### src/rtl/seg7_msg_scroller.sv
// Multi-digit seven-segment message display: buffers a letter-code message
// written over valid/ready and shows it statically or scrolling, with blink and dash override.
module seg7_msg_scroller #(
    parameter int NUM_DIGITS = 4,
    parameter int MSG_DEPTH  = 16,
    parameter int TICK_DIV   = 25_000_000,
    parameter int BLINK_DIV  = 12_500_000
) (
    input  logic                        clk,
    input  logic                        rst,
    input  logic                        enable,
    input  logic                        wr_valid,
    output logic                        wr_ready,
    input  logic [3:0]                  wr_letter,
    input  logic                        wr_last,
    input  logic                        scroll_en,
    input  logic                        blink_en,
    output logic [7*NUM_DIGITS-1:0]     seg_out,
    output logic [$clog2(MSG_DEPTH):0]  msg_len,
    output logic                        busy
);

    localparam int AW = (MSG_DEPTH > 1) ? $clog2(MSG_DEPTH) : 1;
    localparam int LW = $clog2(MSG_DEPTH) + 1;
    localparam int IW = $clog2(MSG_DEPTH + NUM_DIGITS) + 1;
    localparam int TW = $clog2(TICK_DIV);
    localparam int BW = $clog2(BLINK_DIV);

    localparam logic [6:0] BLANK = 7'b1111111;
    localparam logic [6:0] DASH  = 7'b0111111;

    typedef enum logic [1:0] {ST_IDLE, ST_LOAD, ST_SHOW} state_t;

    state_t                  state_reg, state_next;
    logic [LW-1:0]           wr_cnt_reg, wr_cnt_next;
    logic [LW-1:0]           msg_len_reg, msg_len_next;
    logic [IW-1:0]           pos_reg, pos_next;
    logic [TW-1:0]           tick_reg, tick_next;
    logic [BW-1:0]           blink_cnt_reg, blink_cnt_next;
    logic                    phase_reg, phase_next;
    logic [7*NUM_DIGITS-1:0] seg_out_reg, seg_out_next;
    logic [3:0]              buf_mem [2**AW];

    logic                    wr_fire;
    logic                    commit;
    logic [LW-1:0]           wr_idx;
    logic [IW-1:0]           wrap_at;
    logic [7*NUM_DIGITS-1:0] glyph_vec;

    function automatic logic [6:0] glyph(input logic [3:0] code);
        case (code)
            4'd0:  return 7'b0001000;
            4'd1:  return 7'b0000000;
            4'd2:  return 7'b1000110;
            4'd3:  return 7'b0100001;
            4'd4:  return 7'b0000110;
            4'd5:  return 7'b0001110;
            4'd6:  return 7'b0010000;
            4'd7:  return 7'b0001001;
            4'd8:  return 7'b1111001;
            4'd9:  return 7'b1110001;
            4'd10: return 7'b1000111;
            4'd11: return 7'b1000000;
            4'd12: return 7'b0001100;
            4'd13: return 7'b0101111;
            4'd14: return 7'b1000001;
            default: return 7'b0010001;
        endcase
    endfunction

    assign wr_ready = ~rst;
    assign wr_fire  = wr_valid & wr_ready;
    // Any write outside LOAD begins a fresh message at index 0.
    assign wr_idx   = (state_reg == ST_LOAD) ? wr_cnt_reg : '0;
    assign commit   = wr_fire & (wr_last | (wr_idx == LW'(MSG_DEPTH - 1)));
    assign wrap_at  = IW'(msg_len_reg) + IW'(NUM_DIGITS - 1);

    always_comb begin
        state_next   = state_reg;
        wr_cnt_next  = wr_cnt_reg;
        msg_len_next = msg_len_reg;
        if (wr_fire) begin
            if (commit) begin
                state_next   = ST_SHOW;
                msg_len_next = wr_idx + LW'(1);
                wr_cnt_next  = '0;
            end else begin
                state_next  = ST_LOAD;
                wr_cnt_next = wr_idx + LW'(1);
            end
        end
    end

    always_comb begin
        tick_next = tick_reg;
        pos_next  = pos_reg;
        if (commit) begin
            tick_next = '0;
            pos_next  = '0;
        end else if (state_reg == ST_SHOW && scroll_en) begin
            if (tick_reg == TW'(TICK_DIV - 1)) begin
                tick_next = '0;
                pos_next  = (pos_reg >= wrap_at) ? '0 : pos_reg + IW'(1);
            end else begin
                tick_next = tick_reg + TW'(1);
            end
        end else begin
            tick_next = '0;
            if (state_reg == ST_SHOW)
                pos_next = '0;
        end
    end

    // Blink phase runs freely and is realigned on every commit.
    always_comb begin
        blink_cnt_next = blink_cnt_reg + BW'(1);
        phase_next     = phase_reg;
        if (commit) begin
            blink_cnt_next = '0;
            phase_next     = 1'b0;
        end else if (blink_cnt_reg == BW'(BLINK_DIV - 1)) begin
            blink_cnt_next = '0;
            phase_next     = ~phase_reg;
        end
    end

    generate
        for (genvar gi = 0; gi < NUM_DIGITS; gi++) begin : g_digit
            logic [IW-1:0] disp_idx;
            logic [3:0]    letter;
            assign disp_idx = pos_reg + IW'(gi);
            assign letter   = buf_mem[disp_idx[AW-1:0]];
            assign glyph_vec[7*gi +: 7] = (disp_idx < IW'(msg_len_reg)) ? glyph(letter) : BLANK;
        end
    endgenerate

    always_comb begin
        seg_out_next = glyph_vec;
        if (!enable)
            seg_out_next = {NUM_DIGITS{DASH}};
        else if (state_reg != ST_SHOW)
            seg_out_next = {NUM_DIGITS{BLANK}};
        else if (blink_en && phase_reg)
            seg_out_next = {NUM_DIGITS{BLANK}};
    end

    always_ff @(posedge clk) begin
        if (rst) begin
            state_reg     <= ST_IDLE;
            wr_cnt_reg    <= '0;
            msg_len_reg   <= '0;
            pos_reg       <= '0;
            tick_reg      <= '0;
            blink_cnt_reg <= '0;
            phase_reg     <= 1'b0;
            seg_out_reg   <= {NUM_DIGITS{BLANK}};
        end else begin
            state_reg     <= state_next;
            wr_cnt_reg    <= wr_cnt_next;
            msg_len_reg   <= msg_len_next;
            pos_reg       <= pos_next;
            tick_reg      <= tick_next;
            blink_cnt_reg <= blink_cnt_next;
            phase_reg     <= phase_next;
            seg_out_reg   <= seg_out_next;
        end
    end

    // Letter storage needs no reset: nothing beyond msg_len is ever shown.
    always_ff @(posedge clk) begin
        if (wr_fire)
            buf_mem[wr_idx[AW-1:0]] <= wr_letter;
    end

    assign seg_out = seg_out_reg;
    assign msg_len = msg_len_reg;
    assign busy    = (state_reg == ST_SHOW);

endmodule

### config.mk
export PLATFORM = sky130hd
export DESIGN_NAME = seg7_msg_scroller
export DESIGN_NICKNAME = d
export VERILOG_FILES = /design/src/rtl/seg7_msg_scroller.sv
export SDC_FILE = /design/constraint.sdc
export NUM_CORES = 1
export LEC_CHECK = 0
export ABC_CLOCK_PERIOD_IN_PS = 4100
export BUFFER_PORTS_ARGS = -buffer_cell sky130_fd_sc_hd__buf_2
export CORE_UTILIZATION = 40
export DETAILED_ROUTE_END_ITERATION = 8
export GPL_TIMING_DRIVEN = 0
export PLACE_DENSITY = 0.54
export SETUP_SLACK_MARGIN = 0.2
export SLEW_MARGIN = 20
export SYNTH_ARGS = -nofsm -noshare
export SYNTH_HDL_FRONTEND = slang
export SYNTH_SLANG_ARGS = --single-unit
export TNS_END_PERCENT = 50
### constraint.sdc
create_clock -name clk -period 4.1 [get_ports clk]
set_input_delay 1.025 -clock clk [delete_from_list [all_inputs] [get_ports clk]]
set_output_delay 1.025 -clock clk [all_outputs]
set_load 0.02 [all_outputs]
Yosys cells after proc, flatten, opt, wreduce, memory -nomap -nowiden
Memories as Yosys holds them, arrays and structs flattened. A register that Yosys moved wholly into a read port is not among the register bits.
Cells that the tools add are included.
{"block": "totals", "n_memories": 5, "output_inout_bits": 35, "mem_bits_ro": 448, "mem_bits_rw": 64, "reg_bits": 96}
{"memory": "(no name shown)", "depth": 16, "width": 7, "read_ports": 1, "rd_clocked_by_memory_dff": 0, "wr": 0, "line_no": "51", "rtl": "case (code)"}
{"memory": "(no name shown)", "depth": 16, "width": 7, "read_ports": 1, "rd_clocked_by_memory_dff": 0, "wr": 0, "line_no": "51"}
{"memory": "(no name shown)", "depth": 16, "width": 7, "read_ports": 1, "rd_clocked_by_memory_dff": 0, "wr": 0, "line_no": "51"}
{"memory": "(no name shown)", "depth": 16, "width": 7, "read_ports": 1, "rd_clocked_by_memory_dff": 0, "wr": 0, "line_no": "51"}
{"memory": "buf_mem", "depth": 16, "width": 4, "read_ports": 4, "rd_clocked_by_memory_dff": 1, "wr": 1, "line_no": "42", "rtl": "logic [3:0] buf_mem [2**AW];"}
{"block": "classes", "n_addsub": 7, "eq_ne": 7, "n_bitwise": 11, "n_reduce_logical": 12, "order_cmp": 5, "n_mux": 18}
{"op": "$mux 28", "count": 3}
{"op": "$mux 7", "count": 4}
{"op": "$add 25x1->25 const B", "count": 1}
{"op": "$eq 25x25->1 const B", "count": 1}
{"op": "$add 24x1->24 const B", "count": 1}
{"op": "$eq 24x24->1 const B", "count": 1}
{"op": "$lt 6x5->1", "count": 4}
{"op": "$mux 6", "count": 4}
{"op": "$reduce_or 5->1", "count": 4}
{"op": "$add 6x2->6 const B", "count": 2}
{"op": "$mux 5", "count": 2}
{"op": "$mux 4", "count": 2}
{"op": "$not 1->1", "count": 8}
{"op": "$add 5x2->6 const B", "count": 1}
{"op": "$add 6x1->6 const B", "count": 1}
{"op": "$ge 6x6->1", "count": 1}
{"op": "$add 5x1->5 const B", "count": 1}
{"op": "$eq 5x4->1 const B", "count": 1}
{"op": "$reduce_and 2->1", "count": 2}
{"op": "$reduce_or 4->1", "count": 1}
{"op": "$reduce_or 3->1", "count": 1}
{"op": "$and 1x1->1", "count": 2}
{"op": "$eq 2x1->1 const B", "count": 1}
{"op": "$eq 2x2->1 const B", "count": 1}
{"op": "8 further kinds", "count": 10}

Depth between registers and ports, before layout
{"block": "logic_depth", "ltp_word": 7, "depth_mapped": 16}

Least setup slack after synthesis
OpenSTA, ideal clock, no wires.
{"block": "synth_path", "path_type": "register to register", "startpoint": "register pos_reg[1]", "endpoint": "register seg_out_reg[25] (netlist: seg_out[25])", "stages_incl_launch_ff": 13, "required_time_ps": 3978, "period_less_slack_ps": 3052, "setup_time_ps": 122, "arrival_time_ps": 2930, "setup_slack_ps": 1048, "path_cell_list": "dfxtp_1 buf_2 clkinv_1 ha_1 buf_4 buf_1 mux4_2 nand2_1 nand2_1 a32oi_1 buf_2 inv_1 a311o_1"}
{"block": "synth_via", "elab_chain_cells": 4, "word_cells_on_any_way": 6, "classes_between": "add/sub: 1; order compare: 1; bitwise: 1; reduce/logical: 1; memory: 2"}
{"item": "start: declaration", "line_no": "37", "rtl": "logic [IW-1:0] pos_reg, pos_next;"}
{"item": "start signal: assignment", "line_no": "161", "rtl": "pos_reg <= pos_next;"}
{"item": "$add 6x2->6 *", "line_no": "131", "rtl": "assign disp_idx = pos_reg + IW'(gi);"}
{"item": "parallel branches: the longest is 3 deep, another holds $mem_v2 16x7"}
{"item": "end signal: assignment", "line_no": "156", "rtl": "seg_out_reg <= {NUM_DIGITS{BLANK}};"}
{"item": "end signal: assignment", "line_no": "165", "rtl": "seg_out_reg <= seg_out_next;"}
{"item": "end: declaration", "line_no": "41", "rtl": "logic [7*NUM_DIGITS-1:0] seg_out_reg, seg_out_next;"}
Every way passes the cells marked *.
A chain may end at the register's enable or synchronous reset.

Worst setup path after layout
Ends and elaborated chain as after synthesis.

==> results.py <==
metrics = {
    "synthesis": {
        "syn_area_per_cell_um2": 10.8,
        "synth-simple-area-share_pct": 17.8,
        "synth_compound_area_share_pct": 9.22,
        "synth_top_flop_cell": "dfxtp_1",
        "synth_top_family_by_area": "simple AND/OR/NAND/NOR gates",
        "syn_nets": 913,
        "synth_common_cells": "100 x dfxtp_1, 98 x nor2_1, 92 x nand2_1",
        "synth-seq-cells": 164,
        "synth_warnings": 0,
        "synth.yosys.seq_area_share_pct": 42.1,
        "synth_most_common_cell": "dfxtp_1",
        "synth_edf_count": 64,
        "netlist_instances": 866,
        "ys_top_cells_by_area": "dfxtp_1 21%, edfxtp_1 21%, mux4_2 13%",
        "synth_area_um2": 9330,
        "async_reset_ff_share_pct": 0,
        "synth_mux_area_share_pct": 15.9,
        "synth_xor_area_share_pct": 6.40,
        "synth.top_cell.area_share_pct": 21.5,
        "synthAdderAreaFrac_pct": 5.04,
        "synth_top_cell_by_area": "dfxtp_1",
        "ys_types": 73,
    },
    "clock_tree": {
        "clock_sinks": 164,
        "path_clk_slew_ps": 70,
        "cts_buffers": 17,
        "cts_buffer_depth": 2,
        "cts_tree": "yes",
        "htreeDepth": 4,
        "cts_root_buffer": "clkbuf_16",
        "clk_latency_ps": 440,
        "cts_hold_buffers": 0,
    },
    "worst_setup_path": {
        "endpoint_kind": "register",
        "path_max_fanout": 10,
        "worstPathRequired_ps": 4420,
        "worstSetupPathType": "register to register",
        "cp.arrival_ps": 4080,
        "critical_path.startpoint_type": "register",
    },
    "layout": {
        "n_fill_cell": 2120,
        "drive_above_1_share_pct": 18.9,
        "diodes": 0,
        "final_cells": 1256,
        "fin_area_um2": 10500,
        "area_delta_synth_final_pct": 13.1,
        "final_nets": 977,
        "fin_util_pct": 46.3,
        "largest_reg_flops": 64,
    },
    "timing": {
        "slew_viol_final": 0,
        "grt_setup_unrepaired": "true",
        "worst_slew_pin_slew_ps": 996,
        "max_slew_margin_pct": 33.2,
        "final.setup.tns_ps": 0,
        "finalSetupViolCount": 0,
        "max_freq_ghz": 0.266,
        "hold_violations": 0,
        "min_period_ps": 3770,
        "clock_skew_ps": 13.7,
        "fin_crit_sh_pct": 91.8,
    },
    "power": {
        "p_per_area_nw_per_um2": 325,
        "power.total_uw": 3420,
        "leakagePower_uw": 0.00364,
        "vdd_drop_max_mv": 0.209,
    },
    "drt": {
        "num_vias": 6842,
        "via_per_inst": 5.45,
        "drt-pass1-iter-count": 5,
        "routedWlPerCell_um": 18.5,
        "drc": 0,
        "drt_iter0_drc": 448,
        "ant_nets": 0,
        "drt-total-wl_um": 23200,
    },
    "global_route": {
        "grt_pass1_vias": 6690,
        "grt_max_degree": 18,
        "grt.total_usage_pct": 20.5,
        "overflow": 0,
        "antenna_found_initial": 0,
        "grt_pass1_wl_um": 37500,
    },
    "run": {
        "drv_cap": 0,
    },
    "min_path": {
        "hold_class": "register to register",
    },
    "placed_design": {
        "dp_hpwl_um": 17800,
        "placed_cells": 1223,
        "place_congestion": 0.879,
        "port_buffers": 44,
        "place_area_um2": 9940,
    },
    "floorplan": {
        "coreArea_um2": 22800,
        "initial_core_util_pct": 40.9,
        "rows": 55,
        "die_area_um2": 23900,
        "num_io_pins": 46,
        "dieWidth_um": 155,
        "die_h_um": 155,
    },
    "status": {
        "status": "completed",
    },
}
final timing paths:
kind	to	depth (start not counted)	slack, ps	startpoint
worst max-delay path	seg_out[25]	12	330	pos_reg[1]
worst min-delay path	blink_cnt_reg[0]	1	470	blink_cnt_reg[0]
worst max register to register	seg_out[25]	12	330	pos_reg[1]
worst min register to register	blink_cnt_reg[0]	1	470	blink_cnt_reg[0]
power by group:
part | internal [uW] | switching (uW) | total, uW | leakage (uW)
Combinational | 33.3 | 68.4 | 102 | 0.00196
Sequential | 1700 | 8.44 | 1710 | 0.00139
Clock | 885 | 728 | 1610 | 0.000293
layer usage:
| metal | routed length, um | up-vias | track usage [%] |
|---|---|---|---|
| li1 | - | 3354 | - |
| met1 | 10800 | 3264 | 28.0 |
| met2 | 10800 | 190 | 32.9 |
| met3 | 1060 | 34 | 3.78 |
| met4 | 490 | 0 | 6.60 |
| met5 | 0 | - | 0 |
metrics by stage:
step | setup WS (ps) | hold slack, ps
after CTS | 365 | 467
after global routing | 156 | 511
after floorplan | 1050 | 426
final | 334 | 466
after detailed placement | 95.7 | 453
after global placement | 72.2 | 441
cell usage in the layout (no fill, tap or decap), types with 6 or more instances in the layout:
cell type,count
nor2_1,98
edfxtp_1,64
and2_1,7
o21ai_0,12
clkbuf_1,11
ha_1,36
nor4_1,9
nand2_1,92
inv_1,22
xnor2_1,26
nand2b_1,11
mux2i_1,24
buf_2,56
and3_1,6
a211oi_1,7
mux4_2,54
o211ai_1,12
xor2_1,34
nand4_1,20
o21a_1,7
inv_6,7
and4_1,9
clkbuf_16,17
buf_6,9
a21o_1,6
dfxtp_1,100
a21oi_1,17
nor2b_1,12
nor3_1,9
nand3_1,48
layout make-up:
class	instances	area [um2]	area share, %
multi-input combinational	637	5060	48.0
sequential	164	3920	37.2
clock buffer	19	443	4.20
tap	313	392	3.71
buffer	38	241	2.29
timing repair buffer	45	228	2.16
clock inverter	13	150	1.42
inverter	27	101	0.961
kinds of logic (layout without fill, tap and decap cells):
kind of cell,Yosys count,count (layout)
AOI/OAI and AO/OA,113,113
xor gates and xnor gates,63,63
adders and majority gates,38,38
buffers and inverters,65,142
DFF,164,164
muxes,80,80
and+or+nand+nor,343,343
worst max-delay path, cell delays in order (launching register included):
cell and delay (ps):
dfxtp_1 460, buf_2 320, clkinv_1 370, ha_1 430, buf_4 200, buf_2 310, mux4_2 390, nand2_1 90
nand2_1 60, a32oi_1 300, buf_2 280, inv_1 60, a311o_1 350
repair_timing:
item | in CTS | in global routing
cloned | 0 | 0
endpoints found under the setup margin | 4 | 48
resized for setup | 1 | 8
buffers inserted | 0 | 1
pin swaps | 0 | 1
No activity file was read; power rests on OpenSTA's default activity.
